==> src/rtl/isa_pkg.sv <==
// Shared ISA definitions for the fetch/decode stage and the ALU: field positions,
// opcode enums, the reserved halt word, the sequencer state type and control decode.
package isa_pkg;

  localparam int WORD_W   = 9;
  localparam int TYPE_BIT = 8;
  localparam int ROP_HI   = 7;
  localparam int ROP_LO   = 4;
  localparam int IOP_HI   = 7;
  localparam int IOP_LO   = 5;
  localparam int IMM_HI   = 4;
  localparam int IMM_LO   = 0;
  localparam int SEL_HI   = 3;
  localparam int SEL_LO   = 0;
  localparam int LUT_SIZE = 16;

  localparam logic TYPE_R = 1'b0;
  localparam logic TYPE_I = 1'b1;

  // J through LUT entry 15; that entry therefore never holds a real target.
  localparam logic [WORD_W-1:0] HALT_WORD = 9'b0_1101_1111;

  typedef enum logic [3:0] {
    R_ADD = 4'b0000,
    R_SUB = 4'b0001,
    R_AND = 4'b0010,
    R_OR  = 4'b0011,
    R_XOR = 4'b0100,
    R_SHL = 4'b0101,
    R_SHR = 4'b0110,
    R_NOT = 4'b0111,
    R_LW  = 4'b1000,
    R_SW  = 4'b1001,
    R_MOV = 4'b1010,
    R_CLR = 4'b1011,
    R_BR  = 4'b1100,
    R_J   = 4'b1101,
    R_SET = 4'b1110,
    R_GET = 4'b1111
  } r_op_e;

  typedef enum logic [2:0] {
    I_ADDI = 3'b000,
    I_SUBI = 3'b001,
    I_ANDI = 3'b010,
    I_ORI  = 3'b011,
    I_SHLI = 3'b100,
    I_SHRI = 3'b101,
    I_NOP6 = 3'b110,
    I_NOP7 = 3'b111
  } i_op_e;

  typedef enum logic [1:0] {
    S_IDLE = 2'd0,
    S_RUN  = 2'd1,
    S_DONE = 2'd2
  } fsm_state_e;

  typedef struct packed {
    logic accWe;
    logic regWe;
    logic memRead;
    logic memWrite;
  } ctrl_t;

  // Write-back and memory enables implied by an instruction word, ignoring FSM state.
  function automatic ctrl_t decodeCtrl(input logic [WORD_W-1:0] word);
    ctrl_t c;
    r_op_e rop;
    i_op_e iop;
    c   = '0;
    rop = r_op_e'(word[ROP_HI:ROP_LO]);
    iop = i_op_e'(word[IOP_HI:IOP_LO]);
    if (word[TYPE_BIT] == TYPE_I) begin
      c.accWe = !(iop inside {I_NOP6, I_NOP7});
    end else begin
      case (rop)
        R_LW: begin
          c.accWe   = 1'b1;
          c.memRead = 1'b1;
        end
        R_SW:       c.memWrite = 1'b1;
        R_SET:      c.regWe    = 1'b1;
        R_BR, R_J:  c          = '0;
        default:    c.accWe    = 1'b1;
      endcase
    end
    return c;
  endfunction

endpackage

==> src/rtl/branch_lut.sv <==
// Fixed 16-entry branch/jump target table indexed by the instruction's register select.
module branch_lut
  import isa_pkg::*;
#(
  parameter int PC_W = 10
) (
  input  logic [SEL_HI-SEL_LO:0] regSel,
  output logic [PC_W-1:0]        target
);

  logic [9:0] raw;

  always_comb begin
    raw = '0;
    case (regSel)
      4'd0:    raw = 10'd10;
      4'd1:    raw = 10'd20;
      4'd2:    raw = 10'd40;
      4'd3:    raw = 10'd60;
      4'd4:    raw = 10'd7;
      4'd5:    raw = 10'd100;
      4'd6:    raw = 10'd200;
      4'd7:    raw = 10'd300;
      4'd8:    raw = 10'd400;
      4'd9:    raw = 10'd500;
      4'd10:   raw = 10'd600;
      4'd11:   raw = 10'd700;
      4'd12:   raw = 10'd800;
      4'd13:   raw = 10'd900;
      4'd14:   raw = 10'd1020;
      default: raw = 10'd0;  // entry 15 is reserved by the halt word
    endcase
    // Narrower PCs keep the low bits of each target.
    target = PC_W'(raw);
  end

endmodule

==> src/rtl/fetch_decode.sv <==
// Instruction fetch, program counter and decode stage: drives the PC to instruction
// memory, splits the returned word into ALU control fields and sequences IDLE/RUN/DONE.
module fetch_decode
  import isa_pkg::*;
#(
  parameter int PC_W = 10
) (
  input  logic                       clk,
  input  logic                       reset,
  input  logic                       start,
  input  logic [WORD_W-1:0]          imem_data,
  input  logic                       aluBranch,
  output logic [PC_W-1:0]            imem_addr,
  output logic                       typeCode,
  output logic [ROP_HI-ROP_LO:0]     rOp,
  output logic [IOP_HI-IOP_LO:0]     iOp,
  output logic [IMM_HI-IMM_LO:0]     imm,
  output logic [SEL_HI-SEL_LO:0]     regSel,
  output logic                       accWe,
  output logic                       regWe,
  output logic                       memRead,
  output logic                       memWrite,
  output logic                       done
);

  fsm_state_e      state, stateNext;
  logic [PC_W-1:0] pc, pcNext;
  logic [PC_W-1:0] lutTarget;
  ctrl_t           decCtrl, ctrl;
  logic            isHalt, isJump, isBranch;

  assign typeCode = imem_data[TYPE_BIT];
  assign rOp      = imem_data[ROP_HI:ROP_LO];
  assign iOp      = imem_data[IOP_HI:IOP_LO];
  assign imm      = imem_data[IMM_HI:IMM_LO];
  assign regSel   = imem_data[SEL_HI:SEL_LO];

  assign decCtrl  = decodeCtrl(imem_data);
  assign isHalt   = (imem_data == HALT_WORD);
  assign isJump   = (typeCode == TYPE_R) && (r_op_e'(rOp) == R_J);
  assign isBranch = (typeCode == TYPE_R) && (r_op_e'(rOp) == R_BR);

  branch_lut #(.PC_W(PC_W)) u_branchLut (
    .regSel (regSel),
    .target (lutTarget)
  );

  // NOTE: state registers use non-blocking assignments so every flop samples the
  // pre-edge values; the async reset sits in the sensitivity list.
  always_ff @(posedge clk or posedge reset) begin
    if (reset) begin
      state <= S_IDLE;
      pc    <= '0;
    end else begin
      state <= stateNext;
      pc    <= pcNext;
    end
  end

  // NOTE: every signal written here gets a default first, so no path infers a latch.
  always_comb begin
    stateNext = state;
    pcNext    = pc;
    ctrl      = '0;
    case (state)
      S_IDLE, S_DONE: begin
        if (start) begin
          stateNext = S_RUN;
          pcNext    = '0;
        end
      end
      S_RUN: begin
        if (isHalt) begin
          stateNext = S_DONE;
        end else begin
          ctrl = decCtrl;
          if (isJump || (isBranch && aluBranch)) pcNext = lutTarget;
          else                                   pcNext = pc + PC_W'(1);
        end
      end
      default: begin
        stateNext = S_IDLE;
        pcNext    = '0;
      end
    endcase
  end

  assign imem_addr = pc;
  assign done      = (state == S_DONE);
  assign accWe     = ctrl.accWe;
  assign regWe     = ctrl.regWe;
  assign memRead   = ctrl.memRead;
  assign memWrite  = ctrl.memWrite;

endmodule

==> config.mk <==
export PLATFORM = sky130hd
export DESIGN_NAME = fetch_decode
export DESIGN_NICKNAME = d
export VERILOG_FILES = /design/src/rtl/isa_pkg.sv /design/src/rtl/branch_lut.sv /design/src/rtl/fetch_decode.sv
export SDC_FILE = /design/constraint.sdc
export NUM_CORES = 1
export LEC_CHECK = 0
export ABC_CLOCK_PERIOD_IN_PS = 1300
export BUFFER_PORTS_ARGS = -buffer_cell sky130_fd_sc_hd__buf_4
export CAP_MARGIN = 10
export CORE_MARGIN = 1
export CORE_UTILIZATION = 44
export CTS_CLUSTER_SIZE = 28
export DETAILED_ROUTE_END_ITERATION = 7
export GPL_ROUTABILITY_DRIVEN = 0
export PLACE_DENSITY = 0.76
export SYNTH_ARGS = -nofsm -noshare
export SYNTH_HDL_FRONTEND = slang
export SYNTH_SLANG_ARGS = --single-unit
==> constraint.sdc <==
create_clock -name clk -period 1.3 [get_ports clk]
set_input_delay 0.195 -clock clk [delete_from_list [all_inputs] [get_ports clk]]
set_output_delay 0.195 -clock clk [all_outputs]
set_load 0.03 [all_outputs]
# Yosys cells after proc, flatten, opt, wreduce, memory -nomap -nowiden
# Memories as Yosys holds them, arrays and structs flattened.
# Index checks and enable logic that the tools add are counted.
# W data, S select, Z words.
# totals
reg_bits,12
rom_bits,160
input_bits,13
out_inout_bits,32
wordCells,44
memories,1
# mem_list
memory,depth,word_bits,rd,rd_clocked_by_memory_dff,wr,line,text
(name not given),16,10,1,0,0,branch_lut.sv:15,case (regSel)
# op_classes
addsub,1
n_eq_ne,13
muxes,15
n_bitwise,1
n_reduce_logical,11
# ops
operator,count
$mux W10,3
$eq A4 B4 Y1 const B,5
$pmux W10 S2,1
$add A10 B1 Y10 const B,1
$eq A9 B8 Y1 const B,1
$mux W4,2
$eq A3 B3 Y1 const B,2
$ne A2 B2 Y1 const B,3
$mux W1,5
$mux W2,2
$pmux W2 S2,1
$reduce_and A2 Y1,2
$reduce_or A4 Y1,1
$logic_and A1 B1 Y1,3
$mux W3,1
$eq A2 B1 Y1 const B,1
$eq A2 B2 Y1 const B,1
$logic_not A2 Y1,1
$reduce_bool A2 Y1,1
$reduce_or A2 Y1,1
$logic_not A1 Y1,1
$logic_or A1 B1 Y1,1
$not A1 Y1,1

# Depth between registers and ports, before layout
# depth
depth_word,7
depth_mapped,7
mapped_depth_nobuf,7

# Cells and area by module
# Synthesis repeated with hierarchy kept, for this count alone.
# unflattened
hier_cells,156
area_unflattened_um2,1333.8
# by_module_without_submodules
module,instances,cells_each,area_per_inst_um2,seq_area_each_um2
fetch_decode,1,118,1064.8,300.3
branch_lut,1,38,269.0,0.0

# Worst setup path after synthesis
# Ideal clock, no wire load.
# synth_timing
kind,reg2out
from,reg state[0]
to,out regWe
arrival_ns,1.345
required_time_ns,1.105
path_slack_ns,-0.240
stages_incl_launch_ff,4
n_path_buf,0
path_cell_list,dfrtp_1 nor2b_1 nand3_1 nor3_1
# synth_between
elab_chain_cells,2
# synth_lines
element,line,text
"start, declared",fetch_decode.sv:26,"fsm_state_e state, stateNext;"
"start signal, assigned",fetch_decode.sv:55,state <= stateNext;
$eq A2 B1 Y1,fetch_decode.sv:65,case (state)
$mux W4,fetch_decode.sv:65,
"end, declared",fetch_decode.sv:20,"output logic regWe,"
# No other way between the ends.

# Final worst setup path
# layout_timing
from,reg state[1]
to,out memWrite
# layout_between
elab_chain_cells,2
# layout_lines
element,line,text
$eq A2 B1 Y1,fetch_decode.sv:65,
$mux W4,fetch_decode.sv:65,
"end, declared",fetch_decode.sv:22,"output logic memWrite,"
# No other way between the ends.

==> results by group <==
Critical path
  – Critical path capture point type: output pin
  – Crit path DAT: ~1.4 ns
  – Critical Path Fanout Max: 3
  – Bufs and invs on worst path: 1
  – CP top delay family: simple AND/OR/NAND/NOR gates
  – CP startpoint: state[1]
  – Critical path startpoint category: register
  – Worst path slowest cell: dfrtp_1
  – Worst R2R Setup Slack: -0.06 ns
  – Worst path max stage delay: around 0.42 ns
  – WS Path Type: reg -> out
  – Worst reg2reg startpoint: state[1]
  – Crit-path cells: nand2b_1, nor2_1, and4_1, buf_6
  – Crit path required time: around 1.1 ns

Synth
  – Adder-Cell Fraction of Synth Area: 0.0625
  – Simple-gate area share of the yosys netlist: 0.238
  – Mean post-synth cell area: approximately 7.8 um^2
  – Distinct cells, synth: 34
  – Total number of yosys warnings: 0
  – Syn Std Cell Area: about 0.0012 mm^2
  – #FFs+latches synth: 12
  – Share of the synthesized area in the top cell type: 0.250
  – Synth Area in XOR/XNOR: 0
  – Net Count, Synth: about 170
  – Multiplexer area fraction after synthesis: 0.0354
  – Cell taking the most area after synthesis: dfrtp_1
  – Main combinational cell family by area after synthesis: compound AO/OA/AOI/OAI gates
  – Synth area leaders: dfrtp_1, buf_4, ha_1, o21ai_0, a21oi_1
  – Sequential area share after synthesis: 0.250
  – Mapped Cells: 154
  – Synth Area in Compound Gates: 0.242

Floorplan
  – Die ar.: 0.00294 mm^2
  – I/O pins: 45
  – Core area: roughly 0.0025 mm^2
  – Die span in x: approximately 54 um
  – Starting Density: 0.476
  – Die H: between 50 and 60 um
  – FP Rows: 18

Power and ir drop
  – Internal: between 1 and 1.5 mW
  – Cell Pwr Density: 1380 mW/mm^2
  – Clk pwr share: 0.124
  – Comb pwr share: 0.613
  – Overall power: ~2.5 mW
  – Net switching fraction of the power: 0.448
  – Peak supply drop: between 0.001 and 0.0015 V
  – Switch Pwr: approximately 1.1 mW
  – Pleak: 0.852 nW
  – Share of power burned in registers: 0.263

Global routing
  – Vias in the first global route: 1199
  – First-pass GRT wire length: between 5 and 6 mm
  – Largest net degree at the start of global routing: 19
  – Grt ovf: 0
  – GRT Resource Usage Total: 0.267
  – Initial antenna violation count: 0

Clock tree
  – H-tree Lvls: 1
  – CTS buffer count: 3
  – Clk buf depth: 2
  – Clk root buf: clkbuf_4
  – Clock slew at reported path FFs: 0.08 ns
  – TritonCTS clock tree: built
  – Worst-skew pair later-pin latency: approximately 0.28 ns
  – CTS Sinks: 12

Timing
  – # setup viols final: 14
  – Fmax: between 0.6 and 0.7 GHz
  – Tmin final: ~1.6 ns
  – Hold Vio Cnt, Final: 0
  – Final cycle utilization of the critical path: 1.22
  – Slew HR: 0.675
  – Clock Skew: about 0.0016 ns
  – Slew @ Worst Pin: roughly 0.49 ns
  – Setup WS post-layout: -0.288 ns
  – Unrepaired setup endpoints after global routing: true
  – Slew Viols, Final: 0

Finish
  – ANT cells: 0
  – Ratio of cells with drive above 1 in the final layout: 0.486
  – Final #Nets: roughly 230
  – Fill cells: slightly above 200
  – Commonest cells after routing, fill and taps aside: buf_4, nor2_1, inv_1
  – Commonest non-fill, non-tap cell in the layout: buf_4
  – Area grow syn2layout: 50.6%

Status
  – Status: complete, but fails checks
  – Failing checks: negative setup slack

Placed design
  – Place WS: -0.253 ns
  – Dpl hpwl: 2.67 mm
  – I/O Buffers: 44

Worst hold path
  – Worst hold path type: in -> reg
  – Hold Crit Start: start

Route
  – DR vias/cell: approximately 5.5
  – # DRC: 0
  – First drt pass iteration count: 4
  – WL per Instance: 15.2 um
  – Vias: roughly 1300
  – Post-DRT Antenna Nets: 0
  – Final WL: around 3.7 mm
  – Initial DRC Count: 37

Run
  – Max Cap Viol: 0
-- registers in the layout (all words and copies together), names as in the netlist --
| signal | count |
|---|---|
| imem_addr | 10 |
| state | 2 |
-- metrics by stage --
step           hold WS [ns]  setup TNS, ns  std cells  area (um^2)  utilization
6_report              0.192          -1.38        242         1810        0.717
5_1_grt               0.214          -2.16        242         1810        0.717
4_1_cts               0.206          -1.21        242         1760        0.699
3_5_place_dp          0.247          -2.20        234         1670        0.661
3_3_place_gp          0.226          -1.72        234         1670        0.661
2_1_floorplan        0.0594        -0.0590        154         1250            -
-- cells by family after synthesis --
kind of cell | count (synthesis)
simple gates | 52
compound gates | 46
flops | 12
mux | 4
fa+ha+maj | 6
buf+inv | 34
-- routing by layer --
layer	global-route usage	up-vias	wire length, um
met3	0.0306	8	141
met1	0.325	628	1570
li1	-	645	-
met4	0.103	0	57
met2	0.474	41	1920
met5	0	-	0
-- power groups by stage --
stage | registers [mW] | clock network (mW) | logic (mW)
final | 0.657 | 0.310 | 1.53
after global routing | 0.672 | 0.327 | 1.64
after CTS | 0.652 | 0.307 | 1.47
after detailed placement | 0.666 | 0 | 1.37
after global placement | 0.657 | 0 | 1.36
after floorplan | 0.900 | 0 | 0.571
-- path summary, 6_finish.rpt --
path | to | depth (start not counted)
max | memWrite | 4
min | state[0] | 3
max reg2reg | imem_addr[5] | 5
min reg2reg | imem_addr[8] | 2
max in group asynchronous | imem_addr[2] | 3
min in group asynchronous | state[1] | 3
-- Yosys cell counts --
cell and n:
a311o_1 1, o211ai_1 3, a21oi_1 11, clkbuf_1 1, nor3_1 5, o31a_1 4
a21o_1 1, o22ai_1 6, a22o_1 2, nor2_4 1, nand4bb_4 1, nor2b_1 6
nand2_1 10, and4_1 1, o2111ai_1 1, mux2i_1 2, o21bai_1 1, inv_1 11
a22oi_1 1, buf_4 21, or2_1 2, nand2b_1 3, o31ai_1 1, a31o_2 1
mux2_2 2, nor2_1 12, ha_1 6, buf_2 1, nand3_1 7, dfrtp_1 12
or2b_1 1, nand4_1 1, and3_1 2, o21ai_0 13
-- cell type report --
type                            count  area [um^2]  share of cell area
Multi-Input combinational cell    109          792               0.438
Timing Repair Buffer               76          596               0.329
Sequential cell                    12          307               0.169
Inverter                           11         41.3              0.0228
Tap cell                           30         37.5              0.0207
Clock buffer                        4         36.3              0.0201
-- worst reg2reg max path, stage by stage (launching register included) --
cell and delay (ns):
dfrtp_1 0.42, nand2b_1 0.20, nor3_2 0.25, or2_4 0.19
o21bai_1 0.10, a22o_1 0.13
-- repair_timing --
item,in CTS,in global routing
gates cloned,0,1
resized for setup,10,11
pin swaps,5,0
endpoints found under the hold margin,12,0
hold buffers,1,0
setup endpoints to repair,15,15
buffers inserted,4,0
Note: power is estimated with default switching activity, not from simulation.
